## config.mk

```make
export PLATFORM = sky130hd
export DESIGN_NAME = instruction_fetch_unit
export DESIGN_NICKNAME = d
export VERILOG_FILES = /design/src/rtl/instruction_fetch_unit.sv
export SDC_FILE = /design/constraint.sdc
export NUM_CORES = 1
export LEC_CHECK = 0
export BUFFER_PORTS_ARGS = -buffer_cell sky130_fd_sc_hd__buf_4
export CORE_MARGIN = 5
export CORE_UTILIZATION = 59
export DETAILED_ROUTE_END_ITERATION = 12
export GPL_TIMING_DRIVEN = 0
export PLACE_DENSITY_LB_ADDON = 0.15
export SLEW_MARGIN = 10
export SYNTH_ARGS = -nofsm -noshare
export SYNTH_HDL_FRONTEND = slang
export SYNTH_SLANG_ARGS = --single-unit
```

## constraint.sdc

```tcl
create_clock -name clk -period 4.2 [get_ports clk]
set_input_delay 0.84 -clock clk [delete_from_list [all_inputs] [get_ports clk]]
set_output_delay 0.84 -clock clk [all_outputs]
set_load 0.005 [all_outputs]
```

## src/rtl/instruction_fetch_unit.sv

```systemverilog
// Instruction fetch unit: PC sequencing, IF/ID register and a one-entry skid buffer for stalls.
// Optional build macro IFU_PERF_CNT_EN adds the fetch_count performance counter output.
module instruction_fetch_unit #(
  parameter logic [31:0] RESET_PC = 32'h0000_0000
) (
  input  logic        clk,
  input  logic        reset,
  output logic        imem_req,
  output logic [31:0] imem_addr,
  input  logic        imem_ready,
  input  logic [31:0] imem_data,
  input  logic        stall,
  input  logic        redirect,
  input  logic [31:0] redirect_pc,
  output logic [63:0] if_id_out,
  output logic        if_id_valid
`ifdef IFU_PERF_CNT_EN
  ,
  output logic [31:0] fetch_count
`endif
);

  typedef enum logic [1:0] {
    ST_DRAIN = 2'b00,
    ST_FETCH = 2'b01,
    ST_HOLD  = 2'b10
  } state_t;

  localparam logic [31:0] WORD_MASK        = 32'hFFFF_FFFC;
  localparam logic [31:0] RESET_PC_ALIGNED = RESET_PC & WORD_MASK;

  state_t      state_r;
  state_t      state_s;
  logic [31:0] pc_r;
  logic [31:0] pc_s;
  logic [31:0] pc_plus4_s;
  logic [63:0] if_id_r;
  logic [63:0] if_id_s;
  logic        valid_r;
  logic        valid_s;
  logic [63:0] skid_r;
  logic [63:0] skid_s;
  logic        skid_valid_r;
  logic        skid_valid_s;

  // PC increment wraps naturally at 32 bits
  assign pc_plus4_s = pc_r + 32'd4;

  // Next-state, next-PC and IF/ID/skid update; redirect overrides everything else
  always_comb begin
    state_s      = state_r;
    pc_s         = pc_r;
    if_id_s      = if_id_r;
    valid_s      = valid_r;
    skid_s       = skid_r;
    skid_valid_s = skid_valid_r;
    if (redirect) begin
      pc_s         = redirect_pc & WORD_MASK;
      valid_s      = 1'b0;
      skid_valid_s = 1'b0;
      state_s      = ST_FETCH;
    end else begin
      case (state_r)
        ST_DRAIN: begin
          state_s = ST_FETCH;
        end
        ST_FETCH: begin
          if (imem_ready) begin
            pc_s = pc_plus4_s;
            if (stall) begin
              skid_s       = {pc_plus4_s, imem_data};
              skid_valid_s = 1'b1;
              state_s      = ST_HOLD;
            end else begin
              if_id_s = {pc_plus4_s, imem_data};
              valid_s = 1'b1;
            end
          end else begin
            // Memory not ready: address held; a free-running ID stage sees a bubble
            if (stall) begin
              valid_s = valid_r;
            end else begin
              valid_s = 1'b0;
            end
          end
        end
        ST_HOLD: begin
          if (stall) begin
            state_s = ST_HOLD;
          end else begin
            if_id_s      = skid_r;
            valid_s      = skid_valid_r;
            skid_valid_s = 1'b0;
            state_s      = ST_FETCH;
          end
        end
        default: begin
          state_s      = ST_FETCH;
          valid_s      = 1'b0;
          skid_valid_s = 1'b0;
        end
      endcase
    end
  end

  // State, PC, IF/ID and skid registers
  always_ff @(posedge clk or negedge reset) begin
    if (!reset) begin
      state_r      <= ST_DRAIN;
      pc_r         <= RESET_PC_ALIGNED;
      if_id_r      <= 64'h0;
      valid_r      <= 1'b0;
      skid_r       <= 64'h0;
      skid_valid_r <= 1'b0;
    end else begin
      state_r      <= state_s;
      pc_r         <= pc_s;
      if_id_r      <= if_id_s;
      valid_r      <= valid_s;
      skid_r       <= skid_s;
      skid_valid_r <= skid_valid_s;
    end
  end

  assign imem_req    = (state_r == ST_FETCH);
  assign imem_addr   = pc_r;
  assign if_id_out   = if_id_r;
  assign if_id_valid = valid_r;

`ifdef IFU_PERF_CNT_EN
  logic [31:0] fetch_count_r;

  // Count each new instruction delivered into IF/ID (direct fetch or skid drain)
  always_ff @(posedge clk or negedge reset) begin
    if (!reset) begin
      fetch_count_r <= 32'h0;
    end else if (!redirect && !stall &&
                 (((state_r == ST_FETCH) && imem_ready) || (state_r == ST_HOLD))) begin
      fetch_count_r <= fetch_count_r + 32'd1;
    end else begin
      fetch_count_r <= fetch_count_r;
    end
  end

  assign fetch_count = fetch_count_r;
`endif

endmodule

```

Yosys cells after proc, flatten, opt, wreduce, memory -nomap -nowiden
Cells that the tools add are included.
{"block": "totals", "output_inout_bits": 98, "word_cells": 50, "inputBits": 69, "regBits": 164}
{"block": "classes", "bitwise": 1, "n_mux": 22, "addsub": 1, "reduce_logical": 10, "n_eq_ne": 10}
{"operator": "two-way mux 64 bit", "n": 3}
{"operator": "case mux 64 bit (2 select lines)", "n": 1}
{"operator": "two-way mux 32 bit", "n": 3}
{"operator": "adder 32 x 3 -> 32 bit, second input constant", "n": 1}
{"operator": "two-way mux 1 bit", "n": 8}
{"operator": "two-way mux 2 bit", "n": 4}
{"operator": "AND reduction 4 bit", "n": 2}
{"operator": "!= test 2 bit, second input constant", "n": 3}
{"operator": "!= test 3 x 1 -> 1 bit, second input constant", "n": 2}
{"operator": "case mux 1 bit (3 select lines)", "n": 2}
{"operator": "nonzero test 2 bit", "n": 3}
{"operator": "AND reduction 5 bit", "n": 1}
{"operator": "case mux 2 bit (2 select lines)", "n": 1}
{"operator": "AND reduction 2 bit", "n": 2}
{"operator": "!= test 3 x 2 -> 1 bit, second input constant", "n": 1}
{"operator": "!= test 3 bit, second input constant", "n": 1}
{"operator": "AND reduction 3 bit", "n": 1}
{"operator": "== test 2 x 1 -> 1 bit, second input constant", "n": 1}
{"operator": "== test 2 bit, second input constant", "n": 1}
{"operator": "zero test 2 bit", "n": 1}
{"operator": "!= test 2 x 1 -> 1 bit, second input constant", "n": 1}
{"operator": "inverter 1 bit", "n": 1}

Longest topological paths before layout
Gate-level depths: netlist (run 1).
{"block": "depth", "ltp_word": 4, "ltp_mapped": 10}

Least setup slack after synthesis (run 1)
OpenSTA, ideal clock, no wires.
{"block": "synth_timing", "kind": "input port to flip-flop", "from": "in stall", "to": "reg if_id_r[39], in the netlist if_id_out[39]", "setup_ps": 125, "cell_stages": 6, "t_required_ps": 4075, "setup_slack_ps": 1826, "t_arrival_ps": 2249, "path_cell_list": "buf_2 a21oi_1 o211ai_1 clkbuf_1 clkbuf_1 mux2_2"}
{"block": "synth_via", "elab_chain_len": 2, "elab_cells_between_ends": 3, "classes_between": "eq/ne (2); reduce/logical (1)"}
{"item": "from (decl)", "line_no": "12", "source": "input logic stall,"}
{"item": "!= test 2 bit (no source line)"}
{"item": "AND reduction 5 bit (no source line) (*)"}
{"item": "to (signal assigned)", "line_no": "118", "source": "if_id_r <= if_id_s;"}
{"item": "to (decl)", "line_no": "37", "source": "logic [63:0] if_id_r;"}
Mark *: on every way between the ends. The rest lies on a longest branch, timed or not.
A chain may end at the register's enable or synchronous reset.

Worst setup path after layout (run 1)
{"block": "layout_timing", "from": "reg state_r[1]", "to": "reg if_id_r[39], in the netlist if_id_out[39]"}
{"block": "layout_via", "elab_chain_len": 3, "elab_cells_between_ends": 8, "classes_between": "eq/ne (5); mux (1); reduce/logical (2)"}
{"item": "from (decl)", "line_no": "32", "source": "state_t state_r;"}
{"item": "from (signal assigned)", "line_no": "116", "source": "state_r <= state_s;"}
{"item": "== test 2 bit / == test 2 x 1 -> 1 bit (equally long branches)", "line_no": "63", "source": "case (state_r)"}
{"item": "!= test 2 bit (no source line) (tied with other cells)"}
{"item": "AND reduction 5 bit (no source line)"}
Parallel ways exist; a longest one is shown, timed or not.

==> impl_metrics.ini, run 1 <==
[cells_and_area]
final_nets = 1008
multi_input_area_mm2 = 0.00330
area_growth_pct = 26.8
final_cell_mix = buf_4 (165), nand2_1 (161), dfrtp_1 (158)
ff_latch_area_mm2 = 0.00395
antenna_cells = 0
final_cells = 1118
nFillCells = 864
final_common_cell = buf_4
drive_gt1_share_pct = 26.7

[timing]
fin_tns_setup_ns = 0
fin_crit_sh_pct = 69.8
final_hold_viol_count = 0
period_needed_ns = 2.93
slew_headroom_pct = 49.0
clock_skew_ns = 0.00542
setup_viol = 0
rsz0062_at_grt = no
maxClockFrequency_mhz = 341
worstMarginPinSlew_ns = 0.765
finalMaxSlewViolations = 0

[drt]
vias_per_cell = 5.66
routed_wl_mm = 20.0
vias = 6331
drc = 0
wire_per_inst_um = 17.9
ant_nets = 0
drt_iter0_drc = 542
dr.pass1.iters = 7

[clock_tree]
cts_resized = 0
clkTransAtPathRegs_ns = 0.06
htreeDepth = 4
root_buffer = clkbuf_16
clockBufferDepth = 2
clkLatencyLatePin_ns = 0.43
cts_tree = done
postCtsHoldBufs = 0
cts_buffers = 17
cts_sinks = 158
postCtsSetupBuffers = 0

[logic_synthesis]
syn_area_per_cell_um2 = 10.0
async_flop_share_pct = 100
ys.flop_type = dfrtp_1
yosysWarnings = 0
synth_area_mm2 = 0.00754
yosysSeqAreaShare_pct = 52.4
synth_edf_count = 0
ys_types = 45
synthCells = 753
ys_seq_elements = 158

[power_and_ir_drop]
comb_power_share_pct = 27.7
p_seq_share_pct = 44.3
p_int_w = 0.00375
switching_power_w = 0.00163
powerDensity_mw_per_mm2 = 563
switching_share_pct = 30.3
total_power_w = 0.00538
clock_power_share_pct = 28.0
p_leak_nw = 4.18
vdd_drop_max_mv = 0.238

[critical_path]
end_kind = register
crit_family = buffers and inverters
crit_chain = inv_1 > ha_1 > clkbuf_2 > a21oi_1 > o211ai_1 > clkbuf_1 > clkbuf_1 > mux2_2
cp.arrival_ns = 3.24
critical_path_required_ns = 4.51
crit_path_max_incr_delay_ns = 0.49
cp_max_fo = 10
critPathKind = reg -> reg
start_kind = register
crit_buf_inv = 4
crit_slowest_cell = clkbuf_1
cpMostUsedCell = clkbuf_1

[global_routing]
grt_pass1_vias = 6521
grt_max_degree = 104
antenna_found_initial = 1
grt_usage_pct = 27.5
grt_pass1_wl_mm = 32.3
grt_overflow_total = 0

[floorplanning]
die_h_um = 123
core-area_mm2 = 0.0126
rows = 41
initial_core_util_pct = 60.0
ios = 167
die-area_mm2 = 0.0151
die_w_um = 123

[placement]
gp_congestion = 0.913
io_buffers = 159
dp_hpwl_mm = 14.9
dpl.cell_count = 1088

[outcome]
status = finished, final reports clean

[run]
max_cap_viol_count = 0

[worst_hold_path]
hp-class = in -> async
state kept, by name, summed over array words and instances, names as in the netlist:
signal,flops
if_id_out,62
if_id_valid,1
imem_addr,30
skid_r,62
skid_valid_r,1
state_r,2
cell families (layout without fill, tap and decap cells):
family | after synthesis | count (layout) | share of synthesized area (%)
AND/OR/NAND/NOR | 259 | 259 | 15.7
flip-flops | 158 | 158 | 52.4
AO/OA/AOI/OAI | 137 | 137 | 10.2
multiplexers | 75 | 75 | 10.6
buffers and inverters | 64 | 254 | 3.95
XOR/XNOR | 55 | 55 | 6.39
adder cells (fa/ha/maj) | 4 | 4 | 0.664
other | 1 | 4 | 0.0497
final timing paths:
| check | from | to | slack (ns) | cells past startpoint |
|---|---|---|---|---|
| min in group clk | skid_r[36]$_DFFE_PN0P_ | skid_r[36]$_DFFE_PN0P_ | 0.48 | 2 |
| setup / recovery | state_r[1]$_DFFE_PN0P_ | if_id_out[39]$_DFFE_PN0P_ | 1.27 | 8 |
| max in group asynchronous | reset | skid_r[17]$_DFFE_PN0P_ | 3.02 | 2 |
| hold / removal | reset | skid_r[22]$_DFFE_PN0P_ | 0.32 | 1 |
| hold reg to reg | skid_r[36]$_DFFE_PN0P_ | skid_r[36]$_DFFE_PN0P_ | 0.48 | 2 |
| setup reg to reg | state_r[1]$_DFFE_PN0P_ | if_id_out[39]$_DFFE_PN0P_ | 1.27 | 8 |
per-stage QoR:
step	hold WS, ns	setup slack, ns	util, %	instance area, um2
after floorplan	0.450	1.83	-	7550
after CTS	0.336	1.30	76.1	9560
after detailed placement	0.470	1.17	71.6	9000
after global placement	0.462	1.20	71.3	8960
final	0.315	1.27	76.1	9560
after global routing	0.359	1.14	76.1	9560
area by class of cell:
type	instances	area share (%)
plain buffers	56	2.80
clock buffers	23	5.00
clock inverters	7	0.916
inverters	8	0.314
multi-input cells	534	34.5
flip-flops and latches	158	41.4
well taps	172	2.25
repair buffers	160	12.9
power by group through the flow:
| stage | clock (W) | combinational (W) | sequential [W] |
|---|---|---|---|
| 2_1_floorplan | 0 | 0.000668 | 0.00235 |
| 3_3_place_gp | 0 | 0.00143 | 0.00236 |
| 3_5_place_dp | 0 | 0.00150 | 0.00240 |
| 4_1_cts | 0.00151 | 0.00151 | 0.00238 |
| 5_1_grt | 0.00158 | 0.00165 | 0.00244 |
| 6_report | 0.00151 | 0.00149 | 0.00238 |
synth_stat cells (2+ instances only):
library cell | count | share of area, %
nand2_1 | 161 | 8.0
dfrtp_1 | 158 | 52
o21ai_0 | 101 | 6.7
mux2_2 | 40 | 6.0
clkbuf_1 | 37 | 1.8
mux2i_1 | 35 | 4.6
xor2_1 | 30 | 3.5
xnor2_1 | 25 | 2.9
nand3_1 | 20 | 1.3
nor2_1 | 19 | 0.95
o221ai_1 | 18 | 2.1
nand4_1 | 15 | 1.2
nor3_1 | 15 | 1.0
a21oi_1 | 11 | 0.73
inv_1 | 8 | 0.40
buf_4 | 7 | 0.70
nor4_1 | 6 | 0.50
buf_2 | 5 | 0.33
and4_1 | 4 | 0.46
ha_1 | 4 | 0.66
a31oi_1 | 3 | 0.25
buf_6 | 3 | 0.45
and4_2 | 2 | 0.27
buf_1 | 2 | 0.10
clkbuf_2 | 2 | 0.13
nand2b_1 | 2 | 0.17
or3_1 | 2 | 0.17
per-layer routing:
metal	global-route usage, %	vias to the layer above	share of wire [%]
li1	-	2970	-
met1	35.6	3063	41
met2	44.4	253	49
met3	6.63	45	7.0
met4	12.0	0	2.8
met5	0	-	0
Note: power is estimated with default switching activity, not from simulation.
==> run 2: changes to the inputs <==
--- a/config.mk
+++ b/config.mk
@@ -7,7 +7,7 @@
 export LEC_CHECK = 0
 export BUFFER_PORTS_ARGS = -buffer_cell sky130_fd_sc_hd__buf_4
 export CORE_MARGIN = 5
-export CORE_UTILIZATION = 59
+export CORE_UTILIZATION = 55
 export DETAILED_ROUTE_END_ITERATION = 12
 export GPL_TIMING_DRIVEN = 0
 export PLACE_DENSITY_LB_ADDON = 0.15
==> constraint.sdc (replaced) <==
create_clock -name clk -period 2.8 [get_ports clk]
set_input_delay 0.56 -clock clk [delete_from_list [all_inputs] [get_ports clk]]
set_output_delay 0.56 -clock clk [all_outputs]
set_load 0.005 [all_outputs]
==> run 2 against run 1 <==
Effect of this change: combinational power increased by 50%; maximum frequency grew 16%; setup slack got worse by 0.99 ns; clock power up 48%; non-clock buffer count grew 2; flip-flop and latch count stayed put; core utilization shrank 4.3 points; clock-buffer cell count decreased by 3; total power up 50%; die area increased by 6.7%; sequential share of layout area is 0.097 points lower; cell area is 0.24% higher; critical endpoint is now if_id_out[51]$_DFFE_PN0P_; largest cell class unchanged; largest power group unchanged.
==> impl_metrics.ini, run 2 (synthesis gave the netlist of run 1 again) <==
[clock_tree]
cts_tree = done
cts_sinks = 158
clockBufferDepth = 2
postCtsHoldBufs = 0
root_buffer = clkbuf_16
clkTransAtPathRegs_ns = 0.06
cts_buffers = 17
htreeDepth = 4
clkLatencyLatePin_ns = 0.42

[global_routing]
grt_pass1_wl_mm = 33.0
use_met2_pct = 43.0
met1_usage_pct = 33.5
grt_most_used_layer = met2
grt_usage_pct = 25.7
grt_overflow_total = 0
grt_pass1_vias = 6407
antenna_found_initial = 0
use_met3_pct = 5.22
grt_max_degree = 108

[placement]
dp_hpwl_mm = 15.0
gp_congestion = 0.942
dpl.cell_count = 1092
io_buffers = 159
dpl_worst_slack_ns = -0.119

[critical_path]
r2r-start = state_r[1]$_DFFE_PN0P_
critical_path_required_ns = 3.07
reg2reg_depth = 11
start_kind = register
cp-startpoint = state_r[1]$_DFFE_PN0P_
cp_max_fo = 10
crit_slowest_cell = dfrtp_1
rrSetupSlack_ns = 0.28
setup.worst_path.end = if_id_out[51]$_DFFE_PN0P_
crit_path_max_incr_delay_ns = 0.40
crit_buf_inv = 6
critPathKind = reg -> reg
r2r_end = if_id_out[51]$_DFFE_PN0P_
end_kind = register
crit_chain = inv_1 > ha_1 > clkbuf_2 > a21oi_1 > o211ai_1 > buf_4 > clkbuf_2 > nand2b_1 > buf_2 > buf_2 > o221ai_1
cp.arrival_ns = 2.79
cp_num_cells = 11
crit_family = buffers and inverters

[floorplanning]
die_h_um = 127
initial_core_util_pct = 56.5
die-area_mm2 = 0.0162
die_w_um = 127
rows = 42
ios = 167
core-area_mm2 = 0.0133

[timing]
setup_viol = 0
fin_tns_setup_ns = 0
period_needed_ns = 2.52
setup_ws_ns = 0.278
slew_headroom_pct = 48.1
maxClockFrequency_mhz = 397
worstMarginPinSlew_ns = 0.779
rsz0062_at_grt = no
fin_crit_sh_pct = 90.1
finalMaxSlewViolations = 0
final_hold_viol_count = 0
clock_skew_ns = 0.00674

[outcome]
status = finished, final reports clean

[drt]
vias = 6271
ant_nets = 0
drc = 0
wire_per_inst_um = 17.9
routed_wl_mm = 20.2
drt_iter0_drc = 390
dr.pass1.iters = 5
vias_per_cell = 5.57

[cells_and_area]
final_nets = 1010
area_growth_pct = 27.1
antenna_cells = 0
final_cells = 1125
final_common_cell = buf_4
drive_gt1_share_pct = 27.3
final_cell_mix = buf_4 (167), nand2_1 (161), dfrtp_1 (158)

[worst_hold_path]
hp-class = in -> async

[power_and_ir_drop]
powerDensity_mw_per_mm2 = 840
vdd_drop_max_mv = 0.483
p_leak_nw = 4.19

[run]
max_cap_viol_count = 0
-- run 2: worst min path at each step --
stage | from | endpoint | slack, ns
2_1_floorplan | reset | if_id_out[0]$_DFFE_PN0P_ | 0.26
3_3_place_gp | skid_r[48]$_DFFE_PN0P_ | skid_r[48]$_DFFE_PN0P_ | 0.46
3_5_place_dp | skid_r[46]$_DFFE_PN0P_ | skid_r[46]$_DFFE_PN0P_ | 0.47
4_1_cts | reset | skid_r[25]$_DFFE_PN0P_ | 0.04
5_1_grt | reset | if_id_out[27]$_DFFE_PN0P_ | 0.06
6_report | reset | skid_r[25]$_DFFE_PN0P_ | 0.04
-- run 2: cell type report --
| type | instances | area [um2] |
|---|---|---|
| repair buffers | 162 | 1240 |
| fillers | 1057 | 3760 |
| plain buffers | 56 | 270 |
| clock inverters | 11 | 119 |
| flip-flops and latches | 158 | 3950 |
| well taps | 176 | 220 |
| clock buffers | 20 | 447 |
| inverters | 8 | 30.0 |
| multi-input cells | 534 | 3300 |
-- run 2: through the flow --
| step | hold slack (ns) | instance area, um2 | power (W) | utilization (%) |
|---|---|---|---|---|
| 2_1_floorplan | 0.264 | 7550 | 0.00453 | - |
| 3_3_place_gp | 0.462 | 8970 | 0.00570 | 67.2 |
| 3_5_place_dp | 0.470 | 9000 | 0.00585 | 67.4 |
| 4_1_cts | 0.0435 | 9570 | 0.00809 | 71.7 |
| 5_1_grt | 0.0640 | 9580 | 0.00852 | 71.8 |
| 6_report | 0.0373 | 9580 | 0.00805 | 71.8 |
-- run 2: power breakdown --
| group | total (W) | switching (W) | internal (W) |
|---|---|---|---|
| sequential | 0.00358 | 0.000501 | 0.00307 |
| clock | 0.00223 | 0.000910 | 0.00132 |
| combinational | 0.00224 | 0.00105 | 0.00119 |
-- run 2: worst register-to-register path: cells and delay by family (launching register included) --
family,cells,cell delay (ns)
AOI/OAI and AO/OA,3,0.44
DFF,1,0.40
adders and majority gates,1,0.19
buffers and inverters,6,1.20
and+or+nand+nor,1,0.13
-- run 2: per-layer routing --
| metal | wire length (um) | up-vias |
|---|---|---|
| met4 | 383 | 0 |
| met2 | 9990 | 257 |
| li1 | - | 2967 |
| met3 | 1370 | 26 |
| met5 | 0 | - |
| met1 | 8430 | 3021 |
-- run 2: repair_timing --
action	in CTS	in global routing
resized for setup	2	0
setup buffers	0	2
endpoints found under the setup margin	15	10
pin swaps	0	1
